--- src/rtl/seq_alu_if.sv ---
// seq_alu request/result bundle.
// Handshaked operand channel in, registered result channel out.
interface seq_alu_if #(
  parameter int WIDTH = 16
);
  logic             in_valid;
  logic             in_ready;
  logic [WIDTH-1:0] x;
  logic [WIDTH-1:0] y;
  logic [5:0]       ctl;
  logic [1:0]       mode;
  logic             out_valid;
  logic             out_ready;
  logic [WIDTH-1:0] out;
  logic             zr;
  logic             ng;
  logic             busy;

  modport master (
    output in_valid, x, y, ctl, mode, out_ready,
    input  in_ready, out_valid, out, zr, ng, busy
  );

  modport slave (
    input  in_valid, x, y, ctl, mode, out_ready,
    output in_ready, out_valid, out, zr, ng, busy
  );
endinterface

--- src/rtl/seq_alu.sv ---
// seq_alu: Hack ALU with registered result plus
// iterative unsigned MUL / DIV / REM.
module seq_alu #(
  parameter  int WIDTH = 16,
  localparam int CNT_W = $clog2(WIDTH) + 1
) (
  input logic clk,
  input logic reset,
  seq_alu_if.slave bus
);

  typedef enum logic [1:0] {
    S_IDLE,
    S_BUSY,
    S_DONE
  } state_t;

  state_t           state_q, state_d;
  logic [CNT_W-1:0] cnt_q, cnt_d;
  logic [1:0]       mode_q, mode_d;
  logic             no_q, no_d;
  logic [WIDTH-1:0] a_q, a_d;
  logic [WIDTH-1:0] b_q, b_d;
  logic [WIDTH-1:0] acc_q, acc_d;
  logic [WIDTH-1:0] out_q, out_d;
  logic             zr_q, zr_d;
  logic             ng_q, ng_d;

  logic [WIDTH-1:0] cx, cy;
  logic [WIDTH-1:0] alu_r, alu_res;
  logic [WIDTH-1:0] mul_acc;
  logic [WIDTH:0]   div_r;
  logic             div_ge;
  logic [WIDTH-1:0] div_diff;
  logic [WIDTH-1:0] div_rem;
  logic [WIDTH-1:0] div_q;
  logic [WIDTH-1:0] step_r;
  logic [WIDTH-1:0] step_res;
  logic             last_step;

  // Operand conditioning and single-cycle ALU result
  always_comb begin
    cx = bus.ctl[5] ? '0 : bus.x;
    cx = bus.ctl[4] ? ~cx : cx;
    cy = bus.ctl[3] ? '0 : bus.y;
    cy = bus.ctl[2] ? ~cy : cy;
    alu_r = bus.ctl[1] ? cx + cy : cx & cy;
    alu_res = bus.ctl[0] ? ~alu_r : alu_r;
  end

  // One shift-add (MUL) or restoring shift-subtract (DIV/REM) step
  always_comb begin
    mul_acc = b_q[0] ? acc_q + a_q : acc_q;
    div_r = {acc_q, b_q[WIDTH-1]};
    div_ge = div_r >= {1'b0, a_q};
    div_diff = div_r[WIDTH-1:0] - a_q;
    div_rem = div_ge ? div_diff : div_r[WIDTH-1:0];
    div_q = {b_q[WIDTH-2:0], div_ge};
    unique case (mode_q)
      2'b01:   step_r = mul_acc;
      2'b10:   step_r = div_q;
      default: step_r = div_rem;
    endcase
    step_res = no_q ? ~step_r : step_r;
    last_step = cnt_q == CNT_W'(WIDTH - 1);
  end

  // Next-state and datapath update
  always_comb begin
    state_d = state_q;
    cnt_d   = cnt_q;
    mode_d  = mode_q;
    no_d    = no_q;
    a_d     = a_q;
    b_d     = b_q;
    acc_d   = acc_q;
    out_d   = out_q;
    zr_d    = zr_q;
    ng_d    = ng_q;
    unique case (state_q)
      S_IDLE: begin
        if (bus.in_valid) begin
          mode_d = bus.mode;
          no_d   = bus.ctl[0];
          a_d    = cy;
          b_d    = cx;
          acc_d  = '0;
          cnt_d  = '0;
          if (bus.mode == 2'b00) begin
            out_d   = alu_res;
            zr_d    = alu_res == '0;
            ng_d    = alu_res[WIDTH-1];
            state_d = S_DONE;
          end else begin
            state_d = S_BUSY;
          end
        end
      end
      S_BUSY: begin
        cnt_d = cnt_q + 1'b1;
        if (mode_q == 2'b01) begin
          acc_d = mul_acc;
          a_d   = a_q << 1;
          b_d   = b_q >> 1;
        end else begin
          acc_d = div_rem;
          b_d   = div_q;
        end
        if (last_step) begin
          out_d   = step_res;
          zr_d    = step_res == '0;
          ng_d    = step_res[WIDTH-1];
          state_d = S_DONE;
        end
      end
      S_DONE: begin
        if (bus.out_ready) state_d = S_IDLE;
      end
      default: state_d = S_IDLE;
    endcase
  end

  // State and datapath registers, reset aborts any operation
  always_ff @(posedge clk) begin
    if (reset) begin
      state_q <= S_IDLE;
      cnt_q   <= '0;
      mode_q  <= '0;
      no_q    <= 1'b0;
      a_q     <= '0;
      b_q     <= '0;
      acc_q   <= '0;
      out_q   <= '0;
      zr_q    <= 1'b0;
      ng_q    <= 1'b0;
    end else begin
      state_q <= state_d;
      cnt_q   <= cnt_d;
      mode_q  <= mode_d;
      no_q    <= no_d;
      a_q     <= a_d;
      b_q     <= b_d;
      acc_q   <= acc_d;
      out_q   <= out_d;
      zr_q    <= zr_d;
      ng_q    <= ng_d;
    end
  end

  assign bus.in_ready  = state_q == S_IDLE;
  assign bus.out_valid = state_q == S_DONE;
  assign bus.busy      = state_q != S_IDLE;
  assign bus.out       = out_q;
  assign bus.zr        = zr_q;
  assign bus.ng        = ng_q;

endmodule

--- src/flat_wrapper.sv ---
// flat-port wrapper written by rule: the top's interface ports become plain ports
module seq_alu_flat 
#(
  parameter  int WIDTH = 16,
  localparam int CNT_W = $clog2(WIDTH) + 1
)
  (clk, reset, bus_in_valid, bus_x, bus_y, bus_ctl, bus_mode, bus_out_ready, bus_in_ready, bus_out_valid, bus_out, bus_zr, bus_ng, bus_busy);
  seq_alu_if #(.WIDTH(WIDTH)) bus_i ();
  input logic clk;
  input logic reset;
  input wire logic [$bits(bus_i.in_valid)-1:0] bus_in_valid;
  input wire logic [$bits(bus_i.x)-1:0] bus_x;
  input wire logic [$bits(bus_i.y)-1:0] bus_y;
  input wire logic [$bits(bus_i.ctl)-1:0] bus_ctl;
  input wire logic [$bits(bus_i.mode)-1:0] bus_mode;
  input wire logic [$bits(bus_i.out_ready)-1:0] bus_out_ready;
  output wire logic [$bits(bus_i.in_ready)-1:0] bus_in_ready;
  output wire logic [$bits(bus_i.out_valid)-1:0] bus_out_valid;
  output wire logic [$bits(bus_i.out)-1:0] bus_out;
  output wire logic [$bits(bus_i.zr)-1:0] bus_zr;
  output wire logic [$bits(bus_i.ng)-1:0] bus_ng;
  output wire logic [$bits(bus_i.busy)-1:0] bus_busy;
  assign bus_i.in_valid = bus_in_valid;
  assign bus_i.x = bus_x;
  assign bus_i.y = bus_y;
  assign bus_i.ctl = bus_ctl;
  assign bus_i.mode = bus_mode;
  assign bus_i.out_ready = bus_out_ready;
  assign bus_in_ready = bus_i.in_ready;
  assign bus_out_valid = bus_i.out_valid;
  assign bus_out = bus_i.out;
  assign bus_zr = bus_i.zr;
  assign bus_ng = bus_i.ng;
  assign bus_busy = bus_i.busy;
  seq_alu #(.WIDTH(WIDTH)) u_core (.clk(clk), .reset(reset), .bus(bus_i));
endmodule
--- config.mk ---
export PLATFORM = sky130hd
export DESIGN_NAME = seq_alu_flat
export DESIGN_NICKNAME = d
export VERILOG_FILES = /design/src/rtl/seq_alu_if.sv /design/src/rtl/seq_alu.sv /design/src/flat_wrapper.sv
export SDC_FILE = /design/constraint.sdc
export NUM_CORES = 1
export LEC_CHECK = 0
export CAP_MARGIN = 20
export CORE_MARGIN = 2
export CORE_UTILIZATION = 45
export DETAILED_ROUTE_END_ITERATION = 7
export PLACE_DENSITY = 0.69
export SLEW_MARGIN = 20
export SYNTH_ARGS = -nofsm -noshare
export SYNTH_HDL_FRONTEND = slang
export SYNTH_SLANG_ARGS = --single-unit
export TNS_END_PERCENT = 1
--- constraint.sdc ---
create_clock -name clk -period 10.9 [get_ports clk]
set_clock_uncertainty 0.2 [all_clocks]
set_input_delay 2.18 -clock clk [delete_from_list [all_inputs] [get_ports clk]]
set_output_delay 2.18 -clock clk [all_outputs]
set_load 0.02 [all_outputs]
==> run summary <==
Status: finished, final reports clean
Std cell rows: 48
FF-to-FF setup slack: 6.49 ns
Layout cells sized above 1: 6.128%
Synth Flop Type: dfxtp_1
Sequential area share after synthesis: 18.97%
Post-synth EDFFs: 0
I/O pin count: 65
Iteration-0 DRC Markers: 835
Area fraction of the dominant cell type after synthesis: 18.97%
Post-DRT Antenna Nets: 0
Skew-Pair Late Insertion Delay: 0.35 ns
Average wire per standard cell: 19.78 um
Worst hold margin: 0.2520 ns
CTS root buf: clkbuf_16
Kind of critical path: in2reg
Global-route wire length before repair: 40180 um
RSZ-0062 raised after global routing: false
Max Cap Viol: 0
GR Overflow Total: 0
Cts repair resizes: 0
Tightest Pin Transition: 0.9874 ns
Fin. max-slew vios: 0
# DRC: 0
Clk buf depth: 2
Critical Path Max Stage Delay: 1.07 ns
Setup Viol. Count Final: 0
Register bit count reported by yosys: 75
Setup Buffers After CTS: 0
CTS Buf Count: 9
Commonest cells post-synth: nand2_1, nor2_1, a21oi_1
Data arrival, critical path: 6.76 ns
Initial antenna violation count: 0
Top cells by area, synth: dfxtp_1, ha_1, xnor2_1
Total Routed Length: 25760 um
Final Net Count: 1170
Fin crit period: 6.728 ns
CTS tree: done
Reg2Reg Launch Point: u_core.a_q[1]$_SDFFE_PP0P_
Worst setup EP type: register
Vias in the first global route: 7375
Clock transition at path regs: 0.06 ns
Post-Syn Nets: 1148
Core footprint: 0.01724 mm^2
Pin count of the biggest net entering global routing: 76
Clk sink count: 75
Crit share post-route: 61.73%
Hold_sp: u_core.bus.out[13]$_SDFFE_PP0P_
CP max-delay cell: clkdlybuf4s50_1
Synth area leader: dfxtp_1
Reg power frac: 18.9%
Cells after Synth: 1050
Total design power: 1.823 mW
Die ar.: 0.01866 mm^2
Die width: 136.6 um
Comb pwr share: 64.2%
Hold endpoint: u_core.bus.out[13]$_SDFFE_PP0P_
# diodes: 0
All-Layer GR Usage: 27.72%
DPL Wire Length: 19580 um
Dpl cell area: 0.008677 mm^2
Required time worst endpoint: 10.93 ns
Pwr Density: 203.1 mW/mm^2
Synth warn: 0
DIE HEIGHT: 136.6 um
# H-tree levels: 3
Static Leak: 3.552 nW
Peak supply drop: 0.0001152 V
Vias per inst: 6.311
Worst-path fanout max: 16
Final Hold Vio Count: 0
Net Switching: 0.9043 mW
Starting Density: 45.91%
I/O Buffers: 64
DRT Pass-1 Iters: 8
Fin area: 0.008980 mm^2
Switching share of power: 49.59%
Clk pwr share: 16.8%
Cell Int Power: 0.9191 mW
Ys async rst share: 0%
Crit Reg-Reg Endpoint: u_core.bus.zr$_SDFFE_PP0P_
Critical-path cell list: clkdlybuf4s50_1 -> xnor2_1 -> ha_1 -> fa_1 -> a21o_1 -> a21o_1 -> a2111oi_0 -> o31a_1 -> o21ai_0 -> a311o_1 -> o311ai_0 -> o41ai_1 -> a31oi_1 -> o31ai_2
Area Overhead vs Synth: 13.47%
Library cells used by synthesis: 76
R2R cell count: 12
FMAX: 148.6 MHz
RePlAce Congestion: 0.9723
Hold bufs inserted after CTS: 0
Fin Setup TNS: 0 ns
Startpoint Class: input pin
Slew HR: 32.47%
Layout Utilization: 52.10%
Syn Std Cell Area: 0.007914 mm^2
Worst Hold Class: reg2reg
Hold path depth: 2
Vias after detailed routing: 8217
Most used cell along the critical path: a21o_1
Post-synthesis area per instance: 7.537 um^2
-- state kept, by name, summed over array words and instances (netlist names), 2 cells and up --
| signal | cells |
|---|---|
| u_core.a_q | 16 |
| u_core.acc_q | 16 |
| u_core.b_q | 16 |
| u_core.bus.out | 15 |
| u_core.cnt_q | 5 |
| u_core.mode_q | 2 |
| u_core.state_q | 2 |
-- area by class of cell --
| cell class | instances | area, um^2 |
|---|---|---|
| fill | 1685 | 8257 |
| timing repair buffer | 75 | 718.2 |
| clock inverter | 7 | 76.32 |
| multi-input combinational | 873 | 6033 |
| tap | 225 | 281.5 |
| clock buffer | 9 | 225.2 |
| inverter | 38 | 142.6 |
| sequential | 75 | 1503 |
-- power groups by stage --
stage	combinational [mW]	sequential, mW	clock [mW]
finish	1.17	0.345	0.307
global route	1.26	0.349	0.323
CTS	1.14	0.344	0.310
detailed placement	1.14	0.349	0
global placement	1.12	0.349	0
floorplan	0.822	0.337	0
-- cells in the final DEF (no fill, tap or decap), drive strengths merged, types with 25 or more instances in the layout --
cell	count
nor2	93
inv	39
nand2b	40
nor3	27
xor2	30
o21ai	49
nand2	94
ha	51
o211ai	25
dfxtp	75
xnor2	55
nand3	25
mux2i	46
clkdlybuf4s50	63
a21oi	82
-- worst max-delay path: cells and delay by family --
family          cells  cell delay (ns)
compound gates     10             2.59
fa+ha+maj           2             0.70
buf+inv             1             1.07
xor+xnor            1             0.22
-- per-layer routing --
metal	GRT usage, %	share of wire, %
met5	0	0
met4	10.88	3.5
met3	6.000	8.8
met2	41.67	44
met1	38.46	44
-- how the worst max path moves through the flow --
stage	startpoint	to	slack, ns	depth (start not counted)
after floorplan	bus_ctl[2]	u_core.bus.zr$_SDFFE_PP0P_	4.67	15
after global placement	bus_ctl[2]	u_core.bus.zr$_SDFFE_PP0P_	4.03	14
after detailed placement	bus_ctl[2]	u_core.bus.zr$_SDFFE_PP0P_	3.91	14
after CTS	bus_ctl[2]	u_core.bus.zr$_SDFFE_PP0P_	4.26	14
after global routing	bus_ctl[4]	u_core.bus.zr$_SDFFE_PP0P_	3.81	14
final	bus_ctl[2]	u_core.bus.zr$_SDFFE_PP0P_	4.17	14
-- kinds of logic after synthesis --
kind of cell             after synthesis  synth area share [%]
AND/OR/NAND/NOR                      367                 23.21
AO/OA/AOI/OAI                        301                 26.01
buffers and inverters                102                 4.917
XOR/XNOR                              85                 9.407
flip-flops                            75                 18.97
multiplexers                          66                 8.664
adder cells (fa/ha/maj)               54                 8.822
-- per-stage QoR --
step	setup WS (ns)	std cells
after floorplan	4.674	1050
after global placement	4.028	1286
after detailed placement	3.906	1286
after CTS	4.264	1302
after global routing	3.810	1302
final	4.172	1302
(Power assumes the default switching activity.)
